[src/rtl/mux_arb_pkg.sv]
// Shared types and helpers for the 4-way round-robin select arbiter.
// The requester count and select width are fixed by the 4:1 datapath.
package mux_arb_pkg;

    localparam int N_REQ = 4;
    localparam int SEL_W = 2;

    typedef enum logic {
        IDLE  = 1'b0,
        GRANT = 1'b1
    } state_t;

    // OR-reduction encoder; only meaningful for one-hot or all-zero input.
    function automatic logic [SEL_W-1:0] onehot_to_idx(input logic [N_REQ-1:0] oh);
        logic [SEL_W-1:0] idx;
        idx = '0;
        for (int i = 0; i < N_REQ; i++) begin
            if (oh[i]) begin
                idx = idx | SEL_W'(i);
            end
        end
        return idx;
    endfunction

endpackage

[src/rtl/rr_pick4.sv]
// Combinational 4-way picker: first set request at or after start_i (with wrap),
// or the lowest set index when fixed_i is high.
module rr_pick4
    import mux_arb_pkg::*;
(
    input  logic [N_REQ-1:0] req_i,
    input  logic [SEL_W-1:0] start_i,
    input  logic             fixed_i,
    output logic             valid_o,
    output logic [SEL_W-1:0] idx_o
);

    logic [SEL_W-1:0] base;
    logic [N_REQ-1:0] rot;
    logic [SEL_W-1:0] off;

    assign base = fixed_i ? '0 : start_i;

    // Rotate so that position 0 of rot is the first candidate; index math wraps mod 4.
    genvar gi;
    generate
        for (gi = 0; gi < N_REQ; gi++) begin : g_rot
            assign rot[gi] = req_i[base + SEL_W'(gi)];
        end
    endgenerate

    always_comb begin
        off = '0;
        for (int k = N_REQ - 1; k >= 0; k--) begin
            if (rot[k]) begin
                off = SEL_W'(k);
            end
        end
    end

    assign valid_o = |req_i;
    assign idx_o   = base + off;

endmodule

[src/rtl/mux4_rr_arbiter.sv]
// Arbitrates four requesters onto one shared 4:1 data-select path; each grant
// lasts until the owner drops its request or HOLD_MAX cycles have elapsed.
module mux4_rr_arbiter
    import mux_arb_pkg::*;
#(
    parameter int HOLD_MAX  = 8,
    parameter int FIXED_PRI = 0
) (
    input  logic             CLK,
    input  logic             RST,
    input  logic [N_REQ-1:0] Req,
    input  logic [N_REQ-1:0] D,
    output logic [N_REQ-1:0] Grant,
    output logic             Sel1,
    output logic             Sel0,
    output logic             Busy,
    output logic             Result
);

    localparam int CNT_W = (HOLD_MAX > 1) ? $clog2(HOLD_MAX) : 1;
    localparam logic [CNT_W-1:0] CNT_LAST = CNT_W'(HOLD_MAX - 1);

    state_t           state_q;
    logic [N_REQ-1:0] grant_q;
    logic [SEL_W-1:0] sel_q;
    logic [SEL_W-1:0] last_q;
    logic [CNT_W-1:0] cnt_q;
    logic             busy_q;

    logic [SEL_W-1:0] owner;
    logic             release_now;
    logic [N_REQ-1:0] pick_req;
    logic [SEL_W-1:0] pick_start;
    logic             pick_valid;
    logic [SEL_W-1:0] pick_idx;

    assign owner       = onehot_to_idx(grant_q);
    assign release_now = (state_q == GRANT) && (!Req[owner] || (cnt_q == CNT_LAST));

    // At a release the owner is masked so another pending requester wins first.
    assign pick_req   = (state_q == GRANT) ? (Req & ~grant_q) : Req;
    assign pick_start = last_q + 2'd1;

    rr_pick4 u_pick (
        .req_i   (pick_req),
        .start_i (pick_start),
        .fixed_i (FIXED_PRI != 0),
        .valid_o (pick_valid),
        .idx_o   (pick_idx)
    );

    always_ff @(posedge CLK) begin
        if (RST) begin
            state_q <= IDLE;
            grant_q <= '0;
            sel_q   <= '0;
            busy_q  <= 1'b0;
            cnt_q   <= '0;
            last_q  <= 2'd3;
        end else begin
            case (state_q)
                IDLE: begin
                    if (pick_valid) begin
                        state_q <= GRANT;
                        grant_q <= N_REQ'(1) << pick_idx;
                        sel_q   <= pick_idx;
                        busy_q  <= 1'b1;
                        cnt_q   <= '0;
                        last_q  <= pick_idx;
                    end
                end
                GRANT: begin
                    if (!release_now) begin
                        cnt_q <= cnt_q + CNT_W'(1);
                    end else if (pick_valid) begin
                        grant_q <= N_REQ'(1) << pick_idx;
                        sel_q   <= pick_idx;
                        cnt_q   <= '0;
                        last_q  <= pick_idx;
                    end else if (Req[owner]) begin
                        // Timeout with nobody else waiting: owner keeps the path.
                        cnt_q <= '0;
                    end else begin
                        state_q <= IDLE;
                        grant_q <= '0;
                        busy_q  <= 1'b0;
                        cnt_q   <= '0;
                    end
                end
                default: state_q <= IDLE;
            endcase
        end
    end

    assign Grant  = grant_q;
    assign Sel1   = sel_q[1];
    assign Sel0   = sel_q[0];
    assign Busy   = busy_q;
    assign Result = busy_q ? D[sel_q] : 1'b0;

endmodule

[config.mk]
export PLATFORM = sky130hd
export DESIGN_NAME = mux4_rr_arbiter
export DESIGN_NICKNAME = d
export VERILOG_FILES = /design/src/rtl/mux_arb_pkg.sv /design/src/rtl/rr_pick4.sv /design/src/rtl/mux4_rr_arbiter.sv
export SDC_FILE = /design/constraint.sdc
export NUM_CORES = 1
export LEC_CHECK = 0
export CORE_MARGIN = 4
export CORE_UTILIZATION = 50
export CTS_CLUSTER_SIZE = 24
export DETAILED_ROUTE_END_ITERATION = 6
export PLACE_DENSITY = 0.75
export SKIP_CTS_REPAIR_TIMING = 1
export SLEW_MARGIN = 20
export SYNTH_ARGS = -nofsm -noshare
export SYNTH_HDL_FRONTEND = slang
export SYNTH_SLANG_ARGS = --single-unit
export TNS_END_PERCENT = 1
[constraint.sdc]
create_clock -name CLK -period 2.6 [get_ports CLK]
set_clock_uncertainty 0.1 [all_clocks]
set_input_delay 0.52 -clock CLK [delete_from_list [all_inputs] [get_ports CLK]]
set_output_delay 0.52 -clock CLK [all_outputs]
set_load 0.005 [all_outputs]
==> results.sh <==
export IMPL_cts_max_path_buffers=2
export IMPL_worstSkewPairLatency_ns=0.27
export IMPL_cts_tree="done"
export IMPL_worstPathRequired_ns=2.69
export IMPL_final_cell_area_mm2=0.00132
export IMPL_hold_viol=0
export IMPL_clock_sinks=13
export IMPL_fin_ws_ns=0.182
export IMPL_regArea_um2=262
export IMPL_ys_seq_elements=13
export IMPL_slowest_stage="dfxtp_1"
export IMPL_rsz0062_at_grt="no"
export IMPL_synth_nets=114
export IMPL_synth_cell_types=44
export IMPL_syn_avg_cell_area_um2=8.91
export IMPL_grt_first_pass_wirelength_um=3850
export IMPL_synth_warnings=0
export IMPL_p_per_area_mw_per_mm2=816
export IMPL_die_w_um=50.4
export IMPL_clk_root_buffer_cell="clkbuf_4"
export IMPL_rows=15
export IMPL_cts_buffers=3
export IMPL_grtUsageTotal_pct=19.7
export IMPL_syn_inst=101
export IMPL_slew_headroom_pct=69.6
export IMPL_start_kind="register"
export IMPL_r2r_cells=9
export IMPL_viasPerCell=5.87
export IMPL_drtIter0Drc=42
export IMPL_p_int_uw=628
export IMPL_finalCriticalPeriod_ns=2.42
export IMPL_coreArea_mm2=0.00171
export IMPL_multi_input_area_um2=683
export IMPL_synthesis_area_um2=900
export IMPL_grt_antenna_before_repair=0
export IMPL_nFillCells=120
export IMPL_p_clk_share_pct=11.3
export IMPL_fin_nets=148
export IMPL_hold_path_class="reg -> reg"
export IMPL_fmax_mhz=414
export IMPL_cp_arrival_ns=2.50
export IMPL_worstSetupStartpoint="Grant[1]$_SDFFE_PP0P_"
export IMPL_crit_chain="a21boi_4 -> or4_1 -> o211ai_1 -> ha_2 -> xor2_1 -> buf_4 -> xnor2_2 -> a211oi_2 -> a311oi_1"
export IMPL_maxCapViolCount=0
export IMPL_synth_seq_area_share_pct=28.9
export IMPL_yosysTopAreaCell="dfxtp_1"
export IMPL_clk_transition_reported_paths_ns=0.08
export IMPL_synth_top_area_share_pct=28.9
export IMPL_cp_end_kind="register"
export IMPL_swShare_pct=41.7
export IMPL_first_global_vias=830
export IMPL_p_seq_share_pct=30.5
export IMPL_via_count=934
export IMPL_leakage_uw=0.000574
export IMPL_dpl_hpwl_um=1800
export IMPL_async_flop_share_pct=0
export IMPL_drv_slew=0
export IMPL_total_power_uw=1080
export IMPL_drive_above_1_share_pct=29.1
export IMPL_timing_final_crit_share_pct=93.0
export IMPL_syn2layout_area_growth_pct=46.7
export IMPL_overflow=0
export IMPL_pwr_share_comb_pct=58.2
export IMPL_place_area_mm2=0.00119
export IMPL_detail_route_antenna_nets=0
export IMPL_drc=0
export IMPL_routedWlPerCell_um=16.0
export IMPL_synth_flop_cell="dfxtp_1"
export IMPL_tightest_slew_ns=0.455
export IMPL_htreeDepth=1
export IMPL_setup_violations=0
export IMPL_routabilityCongestion=0.926
export IMPL_critPathMaxFanout=6
export IMPL_start_util_pct=52.7
export IMPL_status="complete, no violations"
export IMPL_ir_drop_v=0.000656
export IMPL_r2r_slack_ns=0.18
export IMPL_diodes=0
export IMPL_synthTopCellsByArea="dfxtp_1 29%, nor2_1 6.3%, ha_1 4.2%"
export IMPL_crit_path_end="last_q[1]$_SDFFE_PP1P_"
export IMPL_die_area_mm2=0.00254
export IMPL_synth_edf_count=0
export IMPL_grt_max_degree=11
export IMPL_dpl_worst_slack_ns=-0.357
export IMPL_r2r_start="Grant[1]$_SDFFE_PP0P_"
export IMPL_rr_endpoint="last_q[1]$_SDFFE_PP1P_"
export IMPL_die_height_um=50.4
export IMPL_max_stage_delay_ns=0.51
export IMPL_netSwitchingPower_uw=449
export IMPL_ios=18
export IMPL_mostFrequentLayoutCells="15 x nor2_1, 15 x buf_4, 12 x dfxtp_1, 12 x clkdlybuf4s50_1, 8 x nand2_1"
export IMPL_portBuffers=17
export IMPL_wirelength_um=2550
export IMPL_holdWs_ns=0.399
export IMPL_path_class="reg -> reg"
export IMPL_firstDrtPassIters=4
-- sequential cells by signal (all words and copies together), names as in the netlist --
register,flops
last_q,2
Grant,4
sel_q,2
cnt_q,3
Busy,1
state_q,1
-- Yosys cell counts (all sizes together) (2+ instances only) --
| library cell | number |
|---|---|
| xor2 | 2 |
| ha | 3 |
| a22o | 3 |
| a22oi | 2 |
| or2b | 2 |
| a21oi | 3 |
| a21boi | 3 |
| nand2b | 2 |
| a211oi | 3 |
| o21ai | 2 |
| inv | 3 |
| nor3 | 5 |
| nor2 | 15 |
| and2 | 2 |
| o211ai | 2 |
| buf | 3 |
| nand2 | 9 |
| a311oi | 4 |
| mux2i | 3 |
| dfxtp | 13 |
| a221oi | 2 |
-- cell families (layout without fill, tap and decap cells) --
| group | count (synthesis) | after routing | synth area share (%) |
|---|---|---|---|
| AOI/OAI and AO/OA | 32 | 32 | 32.1 |
| xor gates and xnor gates | 3 | 3 | 3.76 |
| adders and majority gates | 3 | 3 | 4.17 |
| buffers and inverters | 7 | 40 | 4.03 |
| DFF | 13 | 13 | 28.9 |
| muxes | 4 | 4 | 5.84 |
| and+or+nand+nor | 39 | 39 | 21.1 |
-- worst max-delay path: cells and delay by family, from the launching register on --
kind / cells / cell delay, ns
flops: 1 / 0.51
compound gates: 4 / 0.55
xor+xnor: 2 / 0.29
buf+inv: 1 / 0.19
simple gates: 1 / 0.47
fa+ha+maj: 1 / 0.21
-- worst min-delay path by stage --
stage / slack (ns) / endpoint / cells past startpoint / from
3_3_place_gp: 0.39 / cnt_q[1]$_SDFFE_PP0P_ / 2 / cnt_q[1]$_SDFFE_PP0P_
2_1_floorplan: 0.37 / cnt_q[1]$_SDFFE_PP0P_ / 2 / cnt_q[1]$_SDFFE_PP0P_
6_report: 0.40 / sel_q[0]$_SDFFE_PP0P_ / 2 / sel_q[0]$_SDFFE_PP0P_
4_1_cts: 0.41 / sel_q[0]$_SDFFE_PP0P_ / 2 / sel_q[0]$_SDFFE_PP0P_
3_5_place_dp: 0.40 / sel_q[0]$_SDFFE_PP0P_ / 2 / sel_q[0]$_SDFFE_PP0P_
5_1_grt: 0.44 / sel_q[0]$_SDFFE_PP0P_ / 2 / sel_q[0]$_SDFFE_PP0P_
-- layout make-up --
cell class	instances	share of cell area, %
Sequential cell	13	19.8
Tap cell	25	2.37
Clock buffer	4	1.99
Timing Repair Buffer	33	23.2
Multi-Input combinational cell	81	51.8
Inverter	3	0.853
-- metrics by stage --
stage          instances  setup TNS [ns]  utilization [%]
2_1_floorplan        101               0                -
3_3_place_gp         154           -1.75             69.6
3_5_place_dp         154           -2.04             69.6
4_1_cts              158          -0.400             71.1
5_1_grt              159               0             77.3
6_report             159               0             77.3
-- metal layers --
metal | part of all wire, % | wire [um] | up-vias | GRT usage [%]
met5 | 0 | 0 | - | 0
met4 | 0.59 | 15 | 0 | 4.04
met2 | 51 | 1310 | 32 | 31.3
met3 | 4.3 | 109 | 2 | 4.45
met1 | 44 | 1110 | 449 | 27.3
li1 | - | - | 451 | -
-- power groups by stage --
stage	registers, uW	clock network, uW	logic, uW
after floorplan	295	0	361
after global placement	317	0	523
after detailed placement	319	0	537
after CTS	314	125	542
after global routing	338	135	674
final	328	122	627
(Power assumes the default switching activity.)
